<file path="config.mk">
export PLATFORM = sky130hd
export DESIGN_NAME = elevator_call_scheduler
export DESIGN_NICKNAME = d
export VERILOG_FILES = /design/src/rtl/elevator_call_scheduler.sv
export SDC_FILE = /design/constraint.sdc
export NUM_CORES = 1
export LEC_CHECK = 0
export CELL_PAD_IN_SITES_DETAIL_PLACEMENT = 1
export CELL_PAD_IN_SITES_GLOBAL_PLACEMENT = 2
export CORE_AREA = 2 2 108 136
export DETAILED_ROUTE_END_ITERATION = 7
export DIE_AREA = 0 0 110 138
export GPL_ROUTABILITY_DRIVEN = 0
export HOLD_SLACK_MARGIN = 0.12
export MAX_ROUTING_LAYER = met4
export PLACE_DENSITY_LB_ADDON = 0.1
export SLEW_MARGIN = 20
export SYNTH_ARGS = -nofsm -noshare
export SYNTH_HDL_FRONTEND = slang
export SYNTH_SLANG_ARGS = --single-unit
</file>
<file path="constraint.sdc">
create_clock -name i_clk -period 5.55 [get_ports i_clk]
set_input_delay 0.555 -clock i_clk [delete_from_list [all_inputs] [get_ports i_clk]]
set_output_delay 0.555 -clock i_clk [all_outputs]
set_load 0.05 [all_outputs]
</file>
<file path="src/rtl/elevator_call_scheduler.sv">
// rtl/elevator_call_scheduler.sv - LOOK-style hall/car call scheduler with registered direction/target outputs
// Optional fire recall mode is built in when FIRE_RECALL_EN is defined.
module elevator_call_scheduler #(
    parameter int N = 8
) (
    input  logic         i_clk,
    input  logic         i_rst,
    input  logic [N-1:0] i_button_up,
    input  logic [N-1:0] i_button_down,
    input  logic [N-1:0] i_button_select_floor,
    input  logic [N-1:0] i_floor_sensor,
    input  logic         i_serve_done,
`ifdef FIRE_RECALL_EN
    input  logic         i_fire_alert,
`endif
    output logic [N-1:0] o_cur_floor,
    output logic [N-1:0] o_pend_up,
    output logic [N-1:0] o_pend_down,
    output logic [N-1:0] o_pend_car,
    output logic [N-1:0] o_target_floor,
    output logic         o_target_valid,
    output logic         o_direction_up,
    output logic         o_direction_down,
    output logic         o_stop_here
);

    typedef enum logic [1:0] {
        S_IDLE = 2'd0,
        S_UP   = 2'd1,
        S_DOWN = 2'd2
    } state_t;

    localparam logic [N-1:0] FLOOR0 = {{(N-1){1'b0}}, 1'b1};

    state_t       r_state;
    logic [N-1:0] r_cur_floor;
    logic [N-1:0] r_pend_up;
    logic [N-1:0] r_pend_down;
    logic [N-1:0] r_pend_car;
    logic [N-1:0] r_target_floor;
    logic         r_target_valid;
    logic         r_direction_up;
    logic         r_direction_down;
    logic         r_stop_here;
    logic         r_fire_q;

    logic         w_fire;
    state_t       w_state_eff;
    logic         w_sensor_onehot;
    logic [N-1:0] w_cur_nxt;
    logic [N-1:0] w_cur_below_mask;
    logic [N-1:0] w_cur_above_mask;
    logic [N-1:0] w_set_any;
    logic         w_ahead_up;
    logic         w_ahead_dn;
    logic [N-1:0] w_clr_car;
    logic [N-1:0] w_clr_up;
    logic [N-1:0] w_clr_dn;
    logic [N-1:0] w_pend_up_nxt;
    logic [N-1:0] w_pend_dn_nxt;
    logic [N-1:0] w_pend_car_nxt;
    logic [N-1:0] w_any_nxt;
    logic [N-1:0] w_nxt_below_mask;
    logic [N-1:0] w_nxt_above_mask;
    logic [N-1:0] w_above_calls;
    logic [N-1:0] w_below_calls;
    logic         w_above;
    logic         w_below;
    logic         w_here_car;
    logic         w_here_up;
    logic         w_here_dn;
    state_t       w_state_nxt;
    logic         w_stop_nxt;
    logic [N-1:0] w_lowest_above;
    logic [N-1:0] w_highest_below;
    logic [N-1:0] w_target_nxt;

`ifdef FIRE_RECALL_EN
    assign w_fire = i_fire_alert;
`else
    assign w_fire = 1'b0;
`endif

    // The first cycle after a fire recall ends restarts the scheduler from IDLE.
    assign w_state_eff = r_fire_q ? S_IDLE : r_state;

    assign w_sensor_onehot = (i_floor_sensor != '0) &&
                             ((i_floor_sensor & (i_floor_sensor - FLOOR0)) == '0);
    assign w_cur_nxt       = w_sensor_onehot ? i_floor_sensor : r_cur_floor;

    assign w_cur_below_mask = r_cur_floor - FLOOR0;
    assign w_cur_above_mask = ~(w_cur_below_mask | r_cur_floor);

    assign w_set_any  = r_pend_up | r_pend_down | r_pend_car |
                        i_button_up | i_button_down | i_button_select_floor;
    assign w_ahead_up = |(w_set_any & w_cur_above_mask);
    assign w_ahead_dn = |(w_set_any & w_cur_below_mask);

    // Opposite-direction hall calls are retired too when nothing remains ahead (turnaround).
    assign w_clr_car = i_serve_done ? r_cur_floor : '0;
    assign w_clr_up  = (i_serve_done && (w_state_eff != S_DOWN || !w_ahead_dn)) ? r_cur_floor : '0;
    assign w_clr_dn  = (i_serve_done && (w_state_eff != S_UP   || !w_ahead_up)) ? r_cur_floor : '0;

    // A button held through serve_done re-latches: set wins over clear.
    assign w_pend_up_nxt  = w_fire ? '0 : ((r_pend_up   & ~w_clr_up)  | i_button_up);
    assign w_pend_dn_nxt  = w_fire ? '0 : ((r_pend_down & ~w_clr_dn)  | i_button_down);
    assign w_pend_car_nxt = w_fire ? '0 : ((r_pend_car  & ~w_clr_car) | i_button_select_floor);

    assign w_any_nxt        = w_pend_up_nxt | w_pend_dn_nxt | w_pend_car_nxt;
    assign w_nxt_below_mask = w_cur_nxt - FLOOR0;
    assign w_nxt_above_mask = ~(w_nxt_below_mask | w_cur_nxt);
    assign w_above_calls    = w_any_nxt & w_nxt_above_mask;
    assign w_below_calls    = w_any_nxt & w_nxt_below_mask;
    assign w_above          = |w_above_calls;
    assign w_below          = |w_below_calls;
    assign w_here_car       = |(w_pend_car_nxt & w_cur_nxt);
    assign w_here_up        = |(w_pend_up_nxt  & w_cur_nxt);
    assign w_here_dn        = |(w_pend_dn_nxt  & w_cur_nxt);

    assign w_lowest_above = w_above_calls & (~w_above_calls + FLOOR0);

    always_comb begin
        w_highest_below = '0;
        for (int i = 0; i < N; i++) begin
            if (w_below_calls[i]) begin
                w_highest_below    = '0;
                w_highest_below[i] = 1'b1;
            end
        end
    end

    always_comb begin
        w_state_nxt = w_state_eff;
        w_stop_nxt  = 1'b0;
        case (w_state_eff)
            S_IDLE: begin
                if (w_here_car || w_here_up || w_here_dn) begin
                    w_stop_nxt = 1'b1;
                end else if (w_above) begin
                    w_state_nxt = S_UP;
                end else if (w_below) begin
                    w_state_nxt = S_DOWN;
                end
            end
            S_UP: begin
                w_stop_nxt = w_here_car || w_here_up || (w_here_dn && !w_above);
                if (!w_above && !w_stop_nxt) begin
                    w_state_nxt = w_below ? S_DOWN : S_IDLE;
                end
            end
            S_DOWN: begin
                w_stop_nxt = w_here_car || w_here_dn || (w_here_up && !w_below);
                if (!w_below && !w_stop_nxt) begin
                    w_state_nxt = w_above ? S_UP : S_IDLE;
                end
            end
            default: begin
                w_state_nxt = S_IDLE;
            end
        endcase
        if (w_fire) begin
            w_state_nxt = (w_cur_nxt == FLOOR0) ? S_IDLE : S_DOWN;
            w_stop_nxt  = (w_cur_nxt == FLOOR0);
        end
    end

    always_comb begin
        w_target_nxt = '0;
        case (w_state_nxt)
            S_UP:    w_target_nxt = w_lowest_above;
            S_DOWN:  w_target_nxt = w_highest_below;
            default: w_target_nxt = w_stop_nxt ? w_cur_nxt : '0;
        endcase
        if (w_fire) begin
            w_target_nxt = FLOOR0;
        end
    end

    always_ff @(posedge i_clk) begin
        if (i_rst) begin
            r_state          <= S_IDLE;
            r_cur_floor      <= FLOOR0;
            r_pend_up        <= '0;
            r_pend_down      <= '0;
            r_pend_car       <= '0;
            r_target_floor   <= '0;
            r_target_valid   <= 1'b0;
            r_direction_up   <= 1'b0;
            r_direction_down <= 1'b0;
            r_stop_here      <= 1'b0;
            r_fire_q         <= 1'b0;
        end else begin
            r_state          <= w_state_nxt;
            r_cur_floor      <= w_cur_nxt;
            r_pend_up        <= w_pend_up_nxt;
            r_pend_down      <= w_pend_dn_nxt;
            r_pend_car       <= w_pend_car_nxt;
            r_target_floor   <= w_target_nxt;
            r_target_valid   <= |w_target_nxt;
            r_direction_up   <= (w_state_nxt == S_UP);
            r_direction_down <= (w_state_nxt == S_DOWN);
            r_stop_here      <= w_stop_nxt;
            r_fire_q         <= w_fire;
        end
    end

    assign o_cur_floor      = r_cur_floor;
    assign o_pend_up        = r_pend_up;
    assign o_pend_down      = r_pend_down;
    assign o_pend_car       = r_pend_car;
    assign o_target_floor   = r_target_floor;
    assign o_target_valid   = r_target_valid;
    assign o_direction_up   = r_direction_up;
    assign o_direction_down = r_direction_down;
    assign o_stop_here      = r_stop_here;

endmodule
</file>
Yosys cells after proc, flatten, opt, wreduce, memory -nomap -nowiden
Cells that the tools add are included.
Word-level totals
  word-level logic and storage cells: 105
  memory bits (read-only): 0
  output and inout port bits: 44
  memories kept: 0
  input port bits: 35
  bits in registers: 46
  latch bits: 0
  bits in writable memories: 0
Cells by class
  $add $sub $neg: 4
  shifts and indexed selects: 0
  bitwise operators: 30
  order comparisons: 0
  divide/modulo/power cells: 0
  muxes and demuxes: 24
  multipliers: 0
  eq/ne operators: 6
  reduce and logical (&&, ||, !) cells: 31
Operators by type and width (count)
  8-bit bitwise AND: 12
  8-bit bitwise OR: 12
  8-bit two-way mux: 8
  8-bit OR reduction: 8
  8-bit NOT: 6
  8-bit by 1-bit subtractor with 8-bit output (second input constant): 3
  8-bit case mux with 2 select lines: 1
  2-bit two-way mux: 7
  8-bit by 1-bit adder with 8-bit output (second input constant): 1
  8-bit zero test: 1
  8-bit nonzero test: 1
  1-bit logical AND: 7
  1-bit logical OR: 7
  1-bit zero test: 6
  2-bit case mux with 3 select lines: 1
  5-bit two-way mux: 1
  2-bit by 1-bit equality test with 1-bit output (second input constant): 2
  2-bit equality test (second input constant): 2
  4-bit two-way mux: 1
  1-bit two-way mux: 3
  3-bit two-way mux: 1
  1-bit case mux with 3 select lines: 1
  2-bit zero test: 1
  2-bit by 1-bit != test with 1-bit output (second input constant): 1
  2-bit != test (second input constant): 1

Longest topological paths before layout
  depth in word-level cells: 28
  mapped depth: 25
  depth with buffers taken out: 23

Worst setup path before layout
Ideal clock, no wire load.
  path type: input port to flip-flop
  start: in i_floor_sensor[0]
  end: reg r_target_floor[7] (netlist: o_target_floor[7])
  slack: -0.116 ns
  arrival: 5.578 ns
  path buffers: 2
  cell stages on the path: 22
  library setup time: 0.088 ns
  required time: 5.462 ns
  cells stage by stage: or3_1 > clkbuf_2 > or4_4 > and3_1 > o21ai_1 > and2_1 > clkbuf_1 > nand3_1 > or3_1 > nand4b_1 > ha_1 > o41ai_2 > o2111ai_1 > nor3_1 > nand3_1 > and2_1 > ha_1 > nand2b_1 > or4b_4 > o32ai_2 > or2b_1 > o31ai_1
Between the ends
  word-level cells in the longest chain between the ends: 19
  elaborated cells on any way between the ends: 51
  classes of those cells: 3 x add/sub; 2 x eq/ne; 15 x mux; 10 x bitwise; 21 x reduce/logical
RTL lines
  start: declaration: RTL line 11  | input logic [N-1:0] i_floor_sensor,
  8-bit by 1-bit subtractor with 8-bit output: RTL line 88  | ((i_floor_sensor & (i_floor_sensor - FLOOR0)) == '0);
  8-bit bitwise AND: RTL line 88
  8-bit zero test: RTL line 88
  1-bit logical AND: RTL line 87  | assign w_sensor_onehot = (i_floor_sensor != '0) &&
  8-bit two-way mux *: RTL line 89  | assign w_cur_nxt = w_sensor_onehot ? i_floor_sensor : r_cur_floor;
  8-bit by 1-bit subtractor with 8-bit output: RTL line 110  | assign w_nxt_below_mask = w_cur_nxt - FLOOR0;
  8-bit bitwise OR: RTL line 111  | assign w_nxt_above_mask = ~(w_nxt_below_mask | w_cur_nxt);
  8-bit NOT: RTL line 111
  (+3 left out)
  1-bit logical AND: RTL line 146  | w_stop_nxt = w_here_car || w_here_up || (w_here_dn && !w_above);
  1-bit logical OR: RTL line 146
  1-bit zero test: RTL line 147  | if (!w_above && !w_stop_nxt) begin
  1-bit logical AND: RTL line 147
  2-bit two-way mux: RTL line 147
  2-bit case mux with 3 select lines: RTL line 135  | case (w_state_eff)
  2-bit equality test or 2-bit by 1-bit equality test with 1-bit output (tied branches): RTL line 169  | case (w_state_nxt)
  8-bit case mux with 2 select lines *: RTL line 169
  end signal: assignment: RTL line 198  | r_target_floor <= w_target_nxt;
  end: declaration: RTL line 40  | logic [N-1:0] r_target_floor;
Every way passes the cells marked *; elsewhere a longest branch is shown, timed or not.
A chain may end at the register's enable or synchronous reset.

Worst setup path after layout
Ends and elaborated chain as after synthesis.

==> results.tsv <==
stage	metric	value	unit
detailed_routing	dr_total_vias	4278	
sta	finalCriticalPeriod	5.37	ns
synth	synth.distinct_cells	77	
synth	synth.avg_cell_area	7.92	µm²
die	dieArea	15200	µm²
sta	tns	0	ns
power	vdd_drop_max	0.0993	mV
global_routing	overflow	0	
synth	yosys_register_bits	46	
detailed_routing	drc	0	
worst_setup_path	required	5.76	ns
clock_tree	cts_tree	yes	
power	power_density	224	nW/µm²
worst_setup_path	crit_start	i_floor_sensor[0]	
sta	worstMarginPinSlew	1.01	ns
clock_tree	clockBufferDepth	2	
placed_design	hpwl	13.6	mm
worst_setup_path	crit_fanout	3	
detailed_routing	drtIter0Drc	185	
synth	synth_ff_type	dfxtp_1	
synth	synth-seq-area-share	0.262	
clock_tree	clock-sinks	46	
finish	seqCellArea	921	µm²
clock_tree	cts.clk_slew.worst_paths	0.07	ns
finish	fillers	1687	
finish	multi_input_comb_area	2670	µm²
clock_tree	htree_levels	2	
sta	relSlewSlack	0.324	
die	initial_utilization	0.250	
die	fp.dieH	138	µm
clock_tree	cts_root_buf	clkbuf_16	
detailed_routing	wl	16.8	mm
clock_tree	clkLatencyLatePin	0.30	ns
global_routing	grt_antenna_before_repair	0	
job	drv_cap	0	
min_path	hp-class	reg -> reg	
sta	max_freq	186	MHz
worst_setup_path	r2r_cells	22	
die	pin_count	79	
power	leakagePower	2.34	nW
sta	rsz0062_at_grt	false	
worst_setup_path	reg2reg_to	o_target_floor[7]	
worst_setup_path	crit_type	in -> reg	
run_status	status	finished clean	
worst_setup_path	reg2reg_slack	0.25	ns
finish	drive_above_1_share	0.296	
detailed_routing	routedWlPerCell	20.7	µm
worst_setup_path	timing.rr.start	o_cur_floor[2]	
global_routing	grt_max_degree	52	
synth	ys_warn_count	0	
sta	min_period_over_period	0.967	
worst_setup_path	worst-endpoint-arrival	5.57	ns
die	core_area	14000	µm²
finish	fin_nets	683	
global_routing	grt_pass1_wl	25.6	mm
sta	skew	0.00805	ns
global_routing	globalRouteTotalUtil	0.229	
synth	syn_nets	497	
detailed_routing	viasPerCell	5.29	
die	rows	49	
worst_setup_path	cp-endpoint	o_target_floor[7]	
worst_setup_path	start_kind	input pin	
synth	synthArstFlopShare	0	
finish	area_growth	64.8	%
sta	finalSetupViolCount	0	
worst_setup_path	end_kind	flop	
die	die_w	110	µm
detailed_routing	first_pass_iters	4	
sta	slew_violations	0	
detailed_routing	antenna_left	0	
power	p_total	1.30	mW
synth	synthCells	444	
finish	diodes	0	
synth	synth_edf_count	0	
placed_design	numPortBuffers	78	
synth	syn_area	3520	µm²
sta	hold_violations	0	
clock_tree	cts-buffers-inserted	5	
global_routing	grt_pass1_vias	4601	
-- logic make-up (layout without fill, tap and decap cells) --
kind of cell    after synthesis  after routing  synth area share
buf+inv                      46            233            0.0523
flops                        46             46             0.262
mux                           2              2           0.00569
fa+ha+maj                    19             19            0.0669
compound gates              150            150             0.331
simple gates                181            181             0.283
-- sequential cells by signal (all words and copies together) (netlist names) --
name	count
o_cur_floor	8
o_direction_down	1
o_direction_up	1
o_pend_car	8
o_pend_down	8
o_pend_up	8
o_stop_here	1
o_target_floor	8
o_target_valid	1
r_state	2
-- area by class of cell --
type	count	share of cell area
multi-input cells	352	0.460
repair buffers	192	0.286
flip-flops and latches	46	0.159
well taps	178	0.0384
clock buffers	6	0.0240
inverters	33	0.0214
clock inverters	2	0.0104
-- Yosys cell counts, types with 8 or more instances --
library cell | instances | share of area
nor2_1 | 51 | 0.054
dfxtp_1 | 46 | 0.26
a21oi_1 | 34 | 0.048
inv_1 | 33 | 0.035
nand2_1 | 29 | 0.031
ha_1 | 18 | 0.064
o21ai_0 | 16 | 0.023
nor3_1 | 15 | 0.021
a21o_1 | 12 | 0.026
nand2b_1 | 12 | 0.021
nand3_1 | 11 | 0.016
nor4_1 | 11 | 0.020
o31ai_1 | 10 | 0.021
and2_1 | 9 | 0.016
clkbuf_1 | 9 | 0.0096
a21boi_0 | 8 | 0.017
-- worst max-delay path, stage by stage --
cell and delay (ns):
clkdlybuf4s15_1 0.18, or3_4 0.41, or4_4 0.51, and3_4 0.20, o21ai_2 0.15, and2_4 0.18
nand3_4 0.08, or3_4 0.34, nand4b_1 0.20, ha_2 0.21, o41ai_4 0.06, nand4_1 0.18
nor4b_2 0.37, buf_4 0.19, nor2_1 0.04, nand3_1 0.10, and2_4 0.16, ha_4 0.20
nand2b_4 0.14, or4b_4 0.55, o32ai_4 0.24, or2b_1 0.26, o31ai_1 0.06
-- routing by layer --
metal / vias up / wire length (µm) / track usage
met5: - / 0 / -
met4: 0 / 546 / 0.0793
met3: 30 / 558 / 0.0236
met2: 105 / 8800 / 0.409
met1: 2104 / 6850 / 0.259
li1: 2039 / - / -
-- power breakdown --
| part | switching [mW] | internal (mW) |
|---|---|---|
| clock network | 0.145 | 0.271 |
| registers | 0.0219 | 0.352 |
| logic | 0.285 | 0.220 |
| total | 0.452 | 0.844 |
-- timing repair --
| action | CTS | global route |
|---|---|---|
| hold buffers | 0 | 0 |
| buffers inserted | 11 | 4 |
| endpoints found under the setup margin | 8 | 8 |
| resized for setup | 23 | 33 |
| pin swaps | 17 | 19 |
| endpoints found under the hold margin | 0 | 0 |
-- worst min-delay path by stage --
| stage | start | endpoint | slack [ns] | depth (start not counted) |
|---|---|---|---|---|
| floorplan | r_state[0] | r_state[0] | 0.62 | 3 |
| global placement | o_pend_down[0] | o_pend_down[0] | 0.53 | 2 |
| detailed placement | o_pend_down[0] | o_pend_down[0] | 0.52 | 2 |
| CTS | o_pend_down[0] | o_pend_down[0] | 0.53 | 2 |
| global route | o_pend_down[0] | o_pend_down[0] | 0.57 | 2 |
| finish | o_pend_down[0] | o_pend_down[0] | 0.53 | 2 |
-- through the flow --
stage               area [µm²]  utilization  hold slack (ns)  cells  setup slack [ns]
global route              5800        0.413            0.572    809          0.000381
detailed placement        5230        0.373            0.519    786            -0.684
floorplan                 3540            -            0.615    444           0.00548
finish                    5800        0.413            0.534    809             0.183
global placement          5230        0.373            0.528    786            -0.466
CTS                       5620        0.401            0.533    805            0.0188
-- cell usage in the layout (no fill, tap or decap), drive strengths merged, types with 4 or more instances in the layout --
master         count
a21oi             36
or3                6
nor3              15
o21a               7
clkdlybuf4s50     70
inv               33
nand3             12
nand4b             4
a21boi            10
a21bo              4
o31ai             10
ha                18
dfxtp             46
o21ai             17
a21o              12
nor2b              5
dlymetal6s2s       5
nand4              4
clkbuf             6
and3               4
buf              115
nand2             29
o32ai              6
nor2              51
and2               9
o41ai              4
nand2b            12
nor4              16
Power figures use the tool's default switching activity.
